**src/rtl/uart_pkg.sv**
```systemverilog
// Shared UART transmit definitions.
// FSM encoding, parity selectors and timing constants.
package uart_pkg;

  typedef enum logic [2:0] {
    IDLE   = 3'd0,
    START  = 3'd1,
    DATA   = 3'd2,
    PARITY = 3'd3,
    STOP   = 3'd4
  } tx_state_e;

  localparam logic PAR_EVEN   = 1'b0;
  localparam logic PAR_ODD    = 1'b1;
  localparam logic IDLE_LEVEL = 1'b1;

  localparam int MIN_PRESCALE = 2;

endpackage

```
**src/rtl/tx_bit_timer.sv**
```systemverilog
// Per-bit edge counter and data-bit counter for the UART transmitter.
// Latches the clamped prescaler when a frame is loaded.
module tx_bit_timer
  import uart_pkg::*;
#(
  parameter int DATA_WIDTH     = 8,
  parameter int PRESCALE_WIDTH = 5
) (
  input  logic                      clk_i,
  input  logic                      rst_ni,
  input  logic                      load_i,
  input  logic                      run_i,
  input  logic                      data_i,
  input  logic [PRESCALE_WIDTH-1:0] prescale_i,
  output logic                      bit_done_o,
  output logic                      last_bit_o
);

  localparam int BW =
    (DATA_WIDTH > 1) ? $clog2(DATA_WIDTH) : 1;

  localparam logic [PRESCALE_WIDTH-1:0] P_MIN =
    PRESCALE_WIDTH'(MIN_PRESCALE);
  localparam logic [PRESCALE_WIDTH-1:0] P_ONE =
    PRESCALE_WIDTH'(1);
  localparam logic [BW-1:0] LAST = BW'(DATA_WIDTH - 1);
  localparam logic [BW-1:0] B_ONE = BW'(1);

  logic [PRESCALE_WIDTH-1:0] p_q, p_d;
  logic [PRESCALE_WIDTH-1:0] edge_q, edge_d;
  logic [PRESCALE_WIDTH-1:0] p_eff;
  logic [BW-1:0]             bit_q, bit_d;

  assign p_eff = (prescale_i < P_MIN) ? P_MIN
                                      : prescale_i;

  assign bit_done_o = run_i && (edge_q == p_q - P_ONE);
  assign last_bit_o = (bit_q == LAST);

  always_comb begin
    p_d    = p_q;
    edge_d = edge_q;
    bit_d  = bit_q;
    if (load_i) begin
      p_d    = p_eff;
      edge_d = '0;
      bit_d  = '0;
    end else if (bit_done_o) begin
      edge_d = '0;
      if (data_i) begin
        bit_d = last_bit_o ? '0 : bit_q + B_ONE;
      end
    end else if (run_i) begin
      edge_d = edge_q + P_ONE;
    end
  end

  always_ff @(posedge clk_i or negedge rst_ni) begin
    if (!rst_ni) begin
      p_q    <= P_MIN;
      edge_q <= '0;
      bit_q  <= '0;
    end else begin
      p_q    <= p_d;
      edge_q <= edge_d;
      bit_q  <= bit_d;
    end
  end

endmodule

```
**src/rtl/uart_tx_frame.sv**
```systemverilog
// UART transmitter: start, LSB-first data, optional parity, stop.
// All line outputs come straight from flops.
module uart_tx_frame
  import uart_pkg::*;
#(
  parameter int DATA_WIDTH     = 8,
  parameter int PRESCALE_WIDTH = 5
) (
  input  logic                      CLK,
  input  logic                      RST,
  input  logic [DATA_WIDTH-1:0]     P_DATA,
  input  logic                      Data_Valid,
  input  logic                      PAR_EN,
  input  logic                      PAR_TYP,
  input  logic [PRESCALE_WIDTH-1:0] prescaler,
  output logic                      TX_OUT,
  output logic                      Busy
);

  tx_state_e             state_q;
  logic [DATA_WIDTH-1:0] shift_q;
  logic [DATA_WIDTH-1:0] shift_nxt;
  logic                  par_q;
  logic                  par_en_q;
  logic                  tx_q;
  logic                  busy_q;
  logic                  accept;
  logic                  bit_done;
  logic                  last_bit;

  assign accept    = Data_Valid && !busy_q;
  assign shift_nxt = shift_q >> 1;
  assign TX_OUT    = tx_q;
  assign Busy      = busy_q;

  tx_bit_timer #(
    .DATA_WIDTH     (DATA_WIDTH),
    .PRESCALE_WIDTH (PRESCALE_WIDTH)
  ) u_timer (
    .clk_i      (CLK),
    .rst_ni     (RST),
    .load_i     (accept),
    .run_i      (busy_q),
    .data_i     (state_q == DATA),
    .prescale_i (prescaler),
    .bit_done_o (bit_done),
    .last_bit_o (last_bit)
  );

  always_ff @(posedge CLK or negedge RST) begin
    if (!RST) begin
      state_q  <= IDLE;
      shift_q  <= '0;
      par_q    <= 1'b0;
      par_en_q <= 1'b0;
      tx_q     <= IDLE_LEVEL;
      busy_q   <= 1'b0;
    end else begin
      case (state_q)
        IDLE: begin
          if (accept) begin
            shift_q  <= P_DATA;
            par_q    <= (PAR_TYP == PAR_ODD) ? ~^P_DATA
                                             : ^P_DATA;
            par_en_q <= PAR_EN;
            tx_q     <= 1'b0;
            busy_q   <= 1'b1;
            state_q  <= START;
          end
        end
        START: begin
          if (bit_done) begin
            tx_q    <= shift_q[0];
            state_q <= DATA;
          end
        end
        DATA: begin
          if (bit_done) begin
            if (!last_bit) begin
              shift_q <= shift_nxt;
              tx_q    <= shift_nxt[0];
            end else if (par_en_q) begin
              tx_q    <= par_q;
              state_q <= PARITY;
            end else begin
              tx_q    <= IDLE_LEVEL;
              state_q <= STOP;
            end
          end
        end
        PARITY: begin
          if (bit_done) begin
            tx_q    <= IDLE_LEVEL;
            state_q <= STOP;
          end
        end
        STOP: begin
          // Busy drops here, so a Valid seen on this edge waits one cycle.
          if (bit_done) begin
            tx_q    <= IDLE_LEVEL;
            busy_q  <= 1'b0;
            state_q <= IDLE;
          end
        end
        default: begin
          tx_q    <= IDLE_LEVEL;
          busy_q  <= 1'b0;
          state_q <= IDLE;
        end
      endcase
    end
  end

endmodule
```
**config.mk**
```make
export PLATFORM = sky130hd
export DESIGN_NAME = uart_tx_frame
export DESIGN_NICKNAME = d
export VERILOG_FILES = /design/src/rtl/uart_pkg.sv /design/src/rtl/tx_bit_timer.sv /design/src/rtl/uart_tx_frame.sv
export SDC_FILE = /design/constraint.sdc
export NUM_CORES = 1
export LEC_CHECK = 0
export ABC_AREA = 0
export BUFFER_PORTS_ARGS = -buffer_cell sky130_fd_sc_hd__buf_2
export CAP_MARGIN = 20
export CORE_ASPECT_RATIO = 0.5
export CORE_MARGIN = 2
export CORE_UTILIZATION = 42
export DETAILED_ROUTE_END_ITERATION = 10
export HOLD_SLACK_MARGIN = 0.1
export SYNTH_ARGS = -nofsm -noshare
export SYNTH_HDL_FRONTEND = slang
export SYNTH_SLANG_ARGS = --single-unit
```
**constraint.sdc**
```tcl
create_clock -name CLK -period 6.3 [get_ports CLK]
set_clock_uncertainty 0.05 [all_clocks]
set_input_delay 1.26 -clock CLK [delete_from_list [all_inputs] [get_ports CLK]]
set_output_delay 1.26 -clock CLK [all_outputs]
set_load 0.01 [all_outputs]
```
==> summary.txt <==
STA
  – Max Fclk: approximately 0.35 GHz
  – TNS Setup: 0 ns
  – Final Worst Setup Slack: between 3 and 4 ns
  – Unrepaired setup endpoints after global routing: false
  – Max-slew violation count: 0
  – Rel. slew slack: 51.4%
  – Final period util: approximately 45%
  – Setup violators final: 0
  – Worst-Margin Slew: 0.724 ns
  – Endpoints failing hold: 0
  – Tmin final: approximately 2.8 ns

Global routing
  – GR Overflow Total: 0
  – First-pass GRT wire length: around 5500 µm
  – Maximum number of pins on one net before global-route repair: 29
  – Initial antenna violation count: 0
  – GRT Util Overall: between 10% and 20%
  – Vias in the first global route: around 1,100

Clocking
  – Setup Fix Bufs, Post-CTS: 0
  – PostCTS Resize Cnt: 0
  – CTS max path bufs: 2
  – Root Buffer: clkbuf_8
  – CTS buffer count: 3
  – Worst-Skew Late Latency: between 0.2 and 0.3 ns
  – Num Clock Sinks: 28
  – CTS tree: done
  – Worst-path clk slew: ~0.09 ns
  – # hold bufs at CTS: 0
  – Htree depth: 1

Yosys
  – Largest family of logic cells by synthesized area: compound AO/OA/AOI/OAI gates
  – Number of synthesized flops with an enable pin: 0
  – Largest area contributor in the netlist: dfrtp_1
  – Most common cell in the netlist: dfrtp_1
  – Synthesized area per cell: 9.74 µm²
  – #FFs+latches synth: 28
  – Commonest cells post-synth: dfrtp_1 (26), nor2_1 (25), xnor2_1 (14)
  – Yosys cell types: 37
  – Syn Nets: 185
  – Mux share of post-synthesis cell area: about 2.8%
  – Asr flop ratio synth: 100%
  – Ys Warns: 0
  – Post-synthesis compound-gate area fraction: about a fifth
  – Area share of the largest cell type after synthesis: between 40% and 50%
  – Simple-gate share of the synthesized area: 14.3%
  – Top cells by area, synth: dfrtp_1 (41%), xnor2_1 (7.7%), nor2_1 (5.9%)
  – XOR/XNOR Fraction of Synth Area: a little under an eighth
  – Adder-cell share of the synthesized area: 3.15%
  – Synthesized area: 1590 µm²
  – Cells after Synth: 163
  – Most used flip-flop cell after synthesis: dfrtp_1
  – Register area share after synthesis: 44.3%

Outcome
  – Status: complete, no violations

Power and ir drop
  – Peak supply drop: approximately 0.077 mV
  – Power Density: roughly 180 nW/µm²
  – Pwr Total: about 0.00032 W
  – P_leak: ~0.8 nW

Placed design
  – Placer Congestion: 0.730
  – HPWL Detailed: ~2300 µm
  – DP Area: approximately 1700 µm²
  – Placed cells: about 230
  – IO Port Bufs: 19
  – Place WS: about 3.2 ns

Cells and area
  – Share of cells above drive strength 1: 17.8%
  – Fill cell count: roughly 360
  – Non-filler cells, final: around 230
  – Synthesis-to-finish area growth: 11.2%
  – Area of the multi-input gates: about 820 µm²
  – N_diodes: 0
  – Reg area: ~700 µm²
  – Fin area: between 1500 and 2000 µm²
  – Final #Nets: ~200

Setup path
  – Critical Path Source Type: primary input
  – CP arrival: roughly 2.9 ns
  – R2R Path Start: u_timer.p_q[1]$_DFFE_PN1P_
  – Crit. End Element: register
  – Reg2Reg Setup Slack: 3.82 ns
  – Crit-path cells: buf_2 -> nand2b_1 -> nor2_1 -> o21ai_1 -> a21oi_4 -> o22a_1
  – Reg2Reg Depth: 7
  – Worst EP required: 6.42 ns
  – Worst path slowest cell: o21ai_1
  – Reg2reg end: state_q[0]$_DFFE_PN0P_
  – Worst-path maximum fanout: 16
  – Crit-path max cell delay: roughly 0.62 ns
  – Crit Path Class: primary input to register

Floorplanning
  – Core area: around 3500 µm²
  – Die X-Extent: a little over 90 µm
  – Die area: 4320 µm²
  – Row count: 15
  – Starting Density: 45.0%
  – Io pins: 20
  – Die Ht: around 47 µm

Detailed routing
  – Vias per cell: 5.23
  – Iteration-0 DRC Markers: 33
  – Drt first pass iters: 5
  – Post-route antenna net violation count: 0
  – Drt total wl: between 3000 and 4000 µm
  – DR vias: around 1,200
  – Wire per inst: around 14 µm
  – # DRC: 0

Run
  – Max-cap violation count: 0

Hold path
  – Hold crit path type: register to register
  – Sink of the worst hold path: u_timer.p_q[1]$_DFFE_PN1P_
  – Hold path depth: 2
  – Hold Startpoint: u_timer.p_q[1]$_DFFE_PN1P_
## flip-flops by register name (all words and copies together) (netlist names)
signal          flops
Busy                1
state_q             3
u_timer.bit_q       3
par_en_q            1
shift_q             8
u_timer.p_q         5
TX_OUT              1
par_q               1
u_timer.edge_q      5
## routing by layer
layer  vias to the layer above  routed length [µm]  track usage, %
met5                         -                   0               0
met4                         0                  13            3.33
met3                         2                 129            4.41
met2                        17                1400            27.6
met1                       580                1680            22.5
li1                        610                   -               -
## cells by family after synthesis
family          count (synthesis)
xor+xnor                       19
compound gates                 44
simple gates                   50
buf+inv                        14
flops                          28
mux                             4
fa+ha+maj                       4
## how the worst max path moves through the flow
stage	startpoint	end	slack [ns]	depth (start not counted)
after floorplan	Data_Valid	shift_q[0]$_DFFE_PN0P_	3.88	6
after global placement	Data_Valid	shift_q[0]$_DFFE_PN0P_	3.26	6
after detailed placement	Data_Valid	shift_q[3]$_DFFE_PN0P_	3.16	6
after CTS	Data_Valid	shift_q[5]$_DFFE_PN0P_	3.47	6
after global routing	Data_Valid	shift_q[4]$_DFFE_PN0P_	3.33	6
final	Data_Valid	shift_q[5]$_DFFE_PN0P_	3.48	6
## report_power, final
group,total (W),internal [W],switching [W]
Sequential,0.000186,0.000183,0.00000314
Clock,0.0000999,0.0000454,0.0000545
Combinational,0.0000385,0.0000194,0.0000191
## critical path, delay by kind of cell
kind / cells / cell delay [ns]
AOI/OAI and AO/OA: 3 / 0.99
and+or+nand+nor: 2 / 0.57
buffers and inverters: 1 / 0.11
## layout make-up
cell class,count,share of cell area [%]
tap,51,3.61
multi-input combinational,121,46.7
sequential,28,39.8
clock buffer,4,2.55
timing repair buffer,20,5.81
inverter,7,1.49
## cells in the final DEF (no fill, tap or decap), drive strengths merged, types with 5 or more instances in the layout
cell type	netlist	final
xnor2	14	14
o21ai	9	9
nand2	9	9
buf	4	20
o22a	8	8
dfrtp	26	26
inv	7	7
nor2	25	25
a21oi	9	9
nor3	5	5
## stage by stage
stage	hold slack (ns)	utilization [%]
2_1_floorplan	0.401	-
3_3_place_gp	0.442	48.8
3_5_place_dp	0.442	48.8
4_1_cts	0.456	50.0
5_1_grt	0.489	50.0
6_report	0.452	50.0
Power figures use the tool's default switching activity.
